### src/rtl/fp_mul_pkg.sv
// rtl/fp_mul_pkg.sv - shared types and constants for the FP multiplier arbiter
package fp_mul_pkg;

  typedef enum logic [2:0] {
    RNE = 3'd0,
    RTZ = 3'd1,
    RDN = 3'd2,
    RUP = 3'd3,
    RMM = 3'd4
  } rmode_e;

  localparam logic [31:0] FP_QNAN = 32'h7FC00000;

  typedef enum logic [1:0] {
    IDLE = 2'd0,
    EXEC = 2'd1,
    RESP = 2'd2
  } arb_state_e;

  function automatic logic rmode_legal(input logic [2:0] rm);
    return rm <= RMM;
  endfunction

endpackage

### src/rtl/fp_mul_arbiter_if.sv
// rtl/fp_mul_arbiter_if.sv - request/response bus between issue logic and the arbiter
interface fp_mul_arbiter_if #(
  parameter int NUM_REQ = 4
);
  localparam int ID_W = (NUM_REQ > 1) ? $clog2(NUM_REQ) : 1;

  logic [NUM_REQ-1:0]    req_valid;
  logic [NUM_REQ-1:0]    req_ready;
  logic [NUM_REQ*32-1:0] req_x;
  logic [NUM_REQ*32-1:0] req_y;
  logic [NUM_REQ*3-1:0]  req_rmode;
  logic                  rsp_valid;
  logic                  rsp_ready;
  logic [ID_W-1:0]       rsp_id;
  logic [31:0]           rsp_z;
  logic                  rsp_ovrf;
  logic                  rsp_udrf;
  logic                  rsp_inv;

  modport master (
    output req_valid, req_x, req_y, req_rmode, rsp_ready,
    input  req_ready, rsp_valid, rsp_id, rsp_z, rsp_ovrf, rsp_udrf, rsp_inv
  );

  modport slave (
    input  req_valid, req_x, req_y, req_rmode, rsp_ready,
    output req_ready, rsp_valid, rsp_id, rsp_z, rsp_ovrf, rsp_udrf, rsp_inv
  );

endinterface

### src/rtl/fp_rr_arbiter.sv
// rtl/fp_rr_arbiter.sv - combinational round-robin pick starting at rr_ptr
module fp_rr_arbiter #(
  parameter int NUM_REQ = 4,
  parameter int ID_W    = 2
) (
  input  logic [NUM_REQ-1:0] req,
  input  logic [ID_W-1:0]    rr_ptr,
  output logic [NUM_REQ-1:0] grant,
  output logic [ID_W-1:0]    grant_idx,
  output logic               grant_any
);

  logic [ID_W-1:0] idx;

  always_comb begin
    grant     = '0;
    grant_idx = '0;
    grant_any = 1'b0;
    idx       = '0;
    for (int i = 0; i < NUM_REQ; i++) begin
      idx = ID_W'((int'(rr_ptr) + i) % NUM_REQ);
      if (!grant_any && req[idx]) begin
        grant_any  = 1'b1;
        grant[idx] = 1'b1;
        grant_idx  = idx;
      end
    end
  end

endmodule

### src/rtl/fp_mul_arbiter.sv
// rtl/fp_mul_arbiter.sv - shares one FP multiplier among NUM_REQ requesters
module fp_mul_arbiter
  import fp_mul_pkg::*;
#(
  parameter int NUM_REQ = 4,
  parameter int MUL_LAT = 1
) (
  input  logic                clk,
  input  logic                rst_n,
  fp_mul_arbiter_if.slave     bus,
  output logic [31:0]         mul_fp_X,
  output logic [31:0]         mul_fp_Y,
  output logic [2:0]          mul_r_mode,
  input  logic [31:0]         mul_fp_Z,
  input  logic                mul_ovrf,
  input  logic                mul_udrf,
  output logic                busy
);

  localparam int ID_W  = (NUM_REQ > 1) ? $clog2(NUM_REQ) : 1;
  localparam int CNT_W = $clog2(MUL_LAT + 1);

  arb_state_e         state;
  logic [ID_W-1:0]    rr_ptr;
  logic [CNT_W-1:0]   cnt;
  logic [NUM_REQ-1:0] g_vec;
  logic [ID_W-1:0]    g_idx;
  logic               g_any;
  logic [31:0]        g_x;
  logic [31:0]        g_y;
  logic [2:0]         g_rm;

  fp_rr_arbiter #(
    .NUM_REQ (NUM_REQ),
    .ID_W    (ID_W)
  ) u_rr (
    .req       (bus.req_valid),
    .rr_ptr    (rr_ptr),
    .grant     (g_vec),
    .grant_idx (g_idx),
    .grant_any (g_any)
  );

  assign g_x  = bus.req_x[g_idx*32 +: 32];
  assign g_y  = bus.req_y[g_idx*32 +: 32];
  assign g_rm = bus.req_rmode[g_idx*3 +: 3];

  // Accept only while idle and out of reset so nothing handshakes into a dead op.
  assign bus.req_ready = (state == IDLE && rst_n) ? g_vec : '0;
  assign busy          = (state != IDLE);

  always_ff @(posedge clk or negedge rst_n) begin
    if (!rst_n) begin
      state         <= IDLE;
      rr_ptr        <= '0;
      cnt           <= '0;
      mul_fp_X      <= '0;
      mul_fp_Y      <= '0;
      mul_r_mode    <= '0;
      bus.rsp_valid <= 1'b0;
      bus.rsp_id    <= '0;
      bus.rsp_z     <= '0;
      bus.rsp_ovrf  <= 1'b0;
      bus.rsp_udrf  <= 1'b0;
      bus.rsp_inv   <= 1'b0;
    end else begin
      case (state)
        IDLE: begin
          if (g_any) begin
            bus.rsp_id <= g_idx;
            rr_ptr     <= ID_W'((int'(g_idx) + 1) % NUM_REQ);
            cnt        <= CNT_W'(MUL_LAT);
            // Illegal modes never reach the multiplier, so its inputs keep the last legal op.
            if (rmode_legal(g_rm)) begin
              mul_fp_X   <= g_x;
              mul_fp_Y   <= g_y;
              mul_r_mode <= g_rm;
              state      <= EXEC;
            end else begin
              bus.rsp_z     <= FP_QNAN;
              bus.rsp_ovrf  <= 1'b0;
              bus.rsp_udrf  <= 1'b0;
              bus.rsp_inv   <= 1'b1;
              bus.rsp_valid <= 1'b1;
              state         <= RESP;
            end
          end
        end
        EXEC: begin
          cnt <= cnt - 1'b1;
          if (cnt == CNT_W'(1)) begin
            bus.rsp_z     <= mul_fp_Z;
            bus.rsp_ovrf  <= mul_ovrf;
            bus.rsp_udrf  <= mul_udrf;
            bus.rsp_inv   <= 1'b0;
            bus.rsp_valid <= 1'b1;
            state         <= RESP;
          end
        end
        RESP: begin
          if (bus.rsp_ready) begin
            bus.rsp_valid <= 1'b0;
            state         <= IDLE;
          end
        end
        default: state <= IDLE;
      endcase
    end
  end

endmodule

### src/flat_wrapper.sv
// flat-port wrapper written by rule: the top's interface ports become plain ports
module fp_mul_arbiter_flat import fp_mul_pkg::*;
#(
  parameter int NUM_REQ = 4,
  parameter int MUL_LAT = 1
)
  (clk, rst_n, mul_fp_X, mul_fp_Y, mul_r_mode, mul_fp_Z, mul_ovrf, mul_udrf, busy, bus_req_valid, bus_req_x, bus_req_y, bus_req_rmode, bus_rsp_ready, bus_req_ready, bus_rsp_valid, bus_rsp_id, bus_rsp_z, bus_rsp_ovrf, bus_rsp_udrf, bus_rsp_inv);
  fp_mul_arbiter_if #(.NUM_REQ(NUM_REQ)) bus_i ();
  input  logic clk;
  input  logic rst_n;
  output logic [31:0] mul_fp_X;
  output logic [31:0] mul_fp_Y;
  output logic [2:0] mul_r_mode;
  input  logic [31:0] mul_fp_Z;
  input  logic mul_ovrf;
  input  logic mul_udrf;
  output logic busy;
  input wire logic [$bits(bus_i.req_valid)-1:0] bus_req_valid;
  input wire logic [$bits(bus_i.req_x)-1:0] bus_req_x;
  input wire logic [$bits(bus_i.req_y)-1:0] bus_req_y;
  input wire logic [$bits(bus_i.req_rmode)-1:0] bus_req_rmode;
  input wire logic [$bits(bus_i.rsp_ready)-1:0] bus_rsp_ready;
  output wire logic [$bits(bus_i.req_ready)-1:0] bus_req_ready;
  output wire logic [$bits(bus_i.rsp_valid)-1:0] bus_rsp_valid;
  output wire logic [$bits(bus_i.rsp_id)-1:0] bus_rsp_id;
  output wire logic [$bits(bus_i.rsp_z)-1:0] bus_rsp_z;
  output wire logic [$bits(bus_i.rsp_ovrf)-1:0] bus_rsp_ovrf;
  output wire logic [$bits(bus_i.rsp_udrf)-1:0] bus_rsp_udrf;
  output wire logic [$bits(bus_i.rsp_inv)-1:0] bus_rsp_inv;
  assign bus_i.req_valid = bus_req_valid;
  assign bus_i.req_x = bus_req_x;
  assign bus_i.req_y = bus_req_y;
  assign bus_i.req_rmode = bus_req_rmode;
  assign bus_i.rsp_ready = bus_rsp_ready;
  assign bus_req_ready = bus_i.req_ready;
  assign bus_rsp_valid = bus_i.rsp_valid;
  assign bus_rsp_id = bus_i.rsp_id;
  assign bus_rsp_z = bus_i.rsp_z;
  assign bus_rsp_ovrf = bus_i.rsp_ovrf;
  assign bus_rsp_udrf = bus_i.rsp_udrf;
  assign bus_rsp_inv = bus_i.rsp_inv;
  fp_mul_arbiter #(.NUM_REQ(NUM_REQ), .MUL_LAT(MUL_LAT)) u_core (.clk(clk), .rst_n(rst_n), .bus(bus_i), .mul_fp_X(mul_fp_X), .mul_fp_Y(mul_fp_Y), .mul_r_mode(mul_r_mode), .mul_fp_Z(mul_fp_Z), .mul_ovrf(mul_ovrf), .mul_udrf(mul_udrf), .busy(busy));
endmodule
### config.mk
export PLATFORM = sky130hd
export DESIGN_NAME = fp_mul_arbiter_flat
export DESIGN_NICKNAME = d
export VERILOG_FILES = /design/src/rtl/fp_mul_pkg.sv /design/src/rtl/fp_mul_arbiter_if.sv /design/src/rtl/fp_rr_arbiter.sv /design/src/rtl/fp_mul_arbiter.sv /design/src/flat_wrapper.sv
export SDC_FILE = /design/constraint.sdc
export NUM_CORES = 1
export LEC_CHECK = 0
export BUFFER_PORTS_ARGS = -buffer_cell sky130_fd_sc_hd__buf_2
export CAP_MARGIN = 20
export CORE_AREA = 4 4 160 162
export DETAILED_ROUTE_END_ITERATION = 7
export DIE_AREA = 0 0 164 166
export PLACE_DENSITY = 0.59
export SYNTH_ARGS = -nofsm -noshare
export SYNTH_HDL_FRONTEND = slang
export SYNTH_HIERARCHICAL = 1
export SYNTH_SLANG_ARGS = --single-unit
### constraint.sdc
create_clock -name clk -period 6.7 [get_ports clk]
set_input_delay 1.005 -clock clk [delete_from_list [all_inputs] [get_ports clk]]
set_output_delay 1.005 -clock clk [all_outputs]
set_load 0.03 [all_outputs]
==> metrics <==
number of standard-cell rows in the floorplan 57; achievable clock frequency 217 MHz; maximum level of the CTS H-tree 3; Post-synth EDFFs 0; warning count from the yosys run 6; number of DRC markers after the initial detailed-route iteration just under 500; buffers from clock root to sink, at most 2; clock-pin slew reported for the worst setup and hold paths after clock tree synthesis approximately 0.07 ns; width of the die approximately 160 um; critical path peak fanout 67; setup repair after global routing missed its margin false; Worst VDD drop between 0.0003 and 0.0004 V; Routed WL per cell about 20 um; number of different library cells in the post-synthesis netlist 42; Syn Area/Cell 10.4 um^2; final worst path period share between 60% and 70%; TritonCTS Buffers 9; final clock skew roughly 0.0086 ns; CTS tree yes; fraction of registers with async set/reset 100%; Sequential Area between 2000 and 3000 um^2; LEAKAGE 0.00459 uW; flop and latch count out of synthesis 110; shortest period the worst path allows about 4.6 ns; largest net degree at the start of global routing 77; Top Ports 419; post-detailed-route via-to-cell ratio 5.17; effective utilization at floorplan 30.4%; Core Footprint ~24000 um^2; setup-violating endpoint count in the final report 0; Routed Wire Length ~28000 um; DP Wirelength roughly 21000 um; Port Buf Inserts roughly 420; Layout Nets between 1000 and 1500; area added between synthesis and finish 34.6%; number of nets with antenna violations after routing 0; WP data required approximately 6.9 ns; number of global-route vias before repair about 7200; GRT Util Overall between 15 and 20%; count of maximum capacitance violations 0; Vias slightly above 7000; primary flip-flop cell chosen by synthesis mapping dfrtp_1; overall power of the completed layout around 6900 uW; Die Span Y between 150 and 200 um; number of standard cells in the layout, taps in and fillers out roughly 1400; sum of negative setup slack 0 ns; total grt overflow 0; post-CTS setup buffer count 0; total nets after synthesis ~1000; TritonRoute pass-1 iters 5; Crit. End Element flop; number of gates given a new drive strength after cts 0; result of the run finished, final reports clean; Fillers about 2500; cts-stage hold buffer count 0; placed cell count ~1400; power per cell area between 600 and 700 nW/um^2; clk_lat worst skew roughly 0.35 ns; wire length of the first global-routing pass roughly 42000 um; fraction of final layout cells with drive strength greater than 1 roughly half; Worst Max-Slew Pin Slew 1.07 ns; path type of the worst min-delay path reg -> reg; Diodes inserted 0; DRC Markers 0; mapped cell area between 7000 and 8000 um^2; final weighted congestion of routability-driven global placement between 0.8 and 0.9; die area roughly 27000 um^2; synthesized instance count ~700; Setup crit start kind flop; CTS root buf clkbuf_16; endpoint arrival time on the critical path about 4.8 ns; clock sink count 110; final-report hold violation count 0; relative max-transition margin approximately 29%; antenna violations before repair 1; number of max-slew violations in the final report 0; area taken by multi-input logic gates 4220 um^2; kind of critical path reg -> reg; share of the yosys chip area belonging to registers 37.6%
[metrics by stage]
stage          hold WS, ns  area, um^2  worst slack [ns]  util [%]
2_1_floorplan        0.490        7330              3.11         -
3_3_place_gp         0.457        9580              1.97      39.7
3_5_place_dp         0.465        9580              1.93      39.7
4_1_cts              0.483        9860              2.03      40.9
5_1_grt              0.509        9860              1.70      40.9
6_report             0.481        9860              2.09      40.9
[layer usage]
metal | part of all wire, % | track usage (%) | vias up
met2 | 51 | 34.2 | 318
met1 | 39 | 23.9 | 3500
met5 | 0.025 | 0 | -
met4 | 2.2 | 5.18 | 2
li1 | - | - | 3369
met3 | 7.8 | 4.57 | 27
[final cells by class]
type                    count  area share [%]
clock buffers              12            2.50
clock inverters             4           0.317
inverters                   6           0.228
multi-input cells         510            42.8
flip-flops and latches    110            27.9
well taps                 324            4.11
repair buffers            429            22.1
[cell usage in the layout, fill, tap and decap left out, drive strengths merged, types with 5 or more instances in the layout]
cell and instances:
a21oi 25, a22oi 8, buf 429, clkbuf 12, dfrtp 110, ha 5
inv 7, mux4 71, nand2 209, nand3 9, nor2 11, o211ai 130
o21ai 8
[state kept, by name (all words and copies together) (netlist names)]
register	cells
u_core/rr_ptr	2
u_core/bus.rsp_valid	1
u_core/state	2
u_core/mul_r_mode	3
u_core/mul_fp_X	32
u_core/bus.rsp_udrf	1
u_core/bus.rsp_id	2
u_core/mul_fp_Y	32
u_core/bus.rsp_inv	1
u_core/bus.rsp_z	32
u_core/cnt	1
u_core/bus.rsp_ovrf	1
[worst paths after layout]
kind	from	endpoint	slack (ns)	depth (start not counted)
setup / recovery	u_core/rr_ptr[0]	u_core/mul_fp_X[6]	2.09	9
hold reg to reg	u_core/bus.rsp_id[0]	u_core/bus.rsp_id[0]	0.48	2
hold / removal	u_core/bus.rsp_id[0]	u_core/bus.rsp_id[0]	0.48	2
min in group asynchronous	rst_n	u_core/bus.rsp_z[20]	0.69	1
max in group asynchronous	rst_n	u_core/mul_fp_Y[9]	4.72	2
setup reg to reg	u_core/rr_ptr[0]	u_core/mul_fp_X[6]	2.09	9
[power by group]
| part | switching [uW] | internal, uW | total (uW) |
|---|---|---|---|
| logic | 3210 | 1900 | 5100 |
| clock network | 252 | 265 | 517 |
| registers | 255 | 1030 | 1280 |
[cell usage after synthesis (4+ instances only)]
cell type  number  area, um^2
a21oi_1        25         125
a22oi_1         8        60.1
and3_1          4        25.0
buf_1           4        15.0
buf_2          18        90.1
buf_6           7        78.8
clkbuf_1       47         176
dfrtp_1       110        2750
ha_1            5        62.6
inv_1           6        22.5
mux4_2         69        1550
nand2_1       209         785
nand3_1         9        45.0
nor2_1         11        41.3
o211ai_1       99         743
o211ai_2       31         388
o21ai_0         8        40.0
[worst max-delay path: stages, from the launching register on]
cell and delay, ns:
dfrtp_1 0.72, inv_1 0.14, ha_1 0.38, mux4_2 0.44, nor4b_4 0.41, nor2_1 0.11, a32o_4 0.47, mux4_2 0.61
o21a_4 0.89, o211ai_1 0.20
[kinds of logic after synthesis]
logic type                 share of synthesized area, %
muxes                                              22.5
and+or+nand+nor                                    13.7
DFF                                                37.6
buffers and inverters                              5.33
xor gates and xnor gates                          0.120
AOI/OAI and AO/OA                                  20.0
adders and majority gates                         0.854
(Power assumes the default switching activity.)
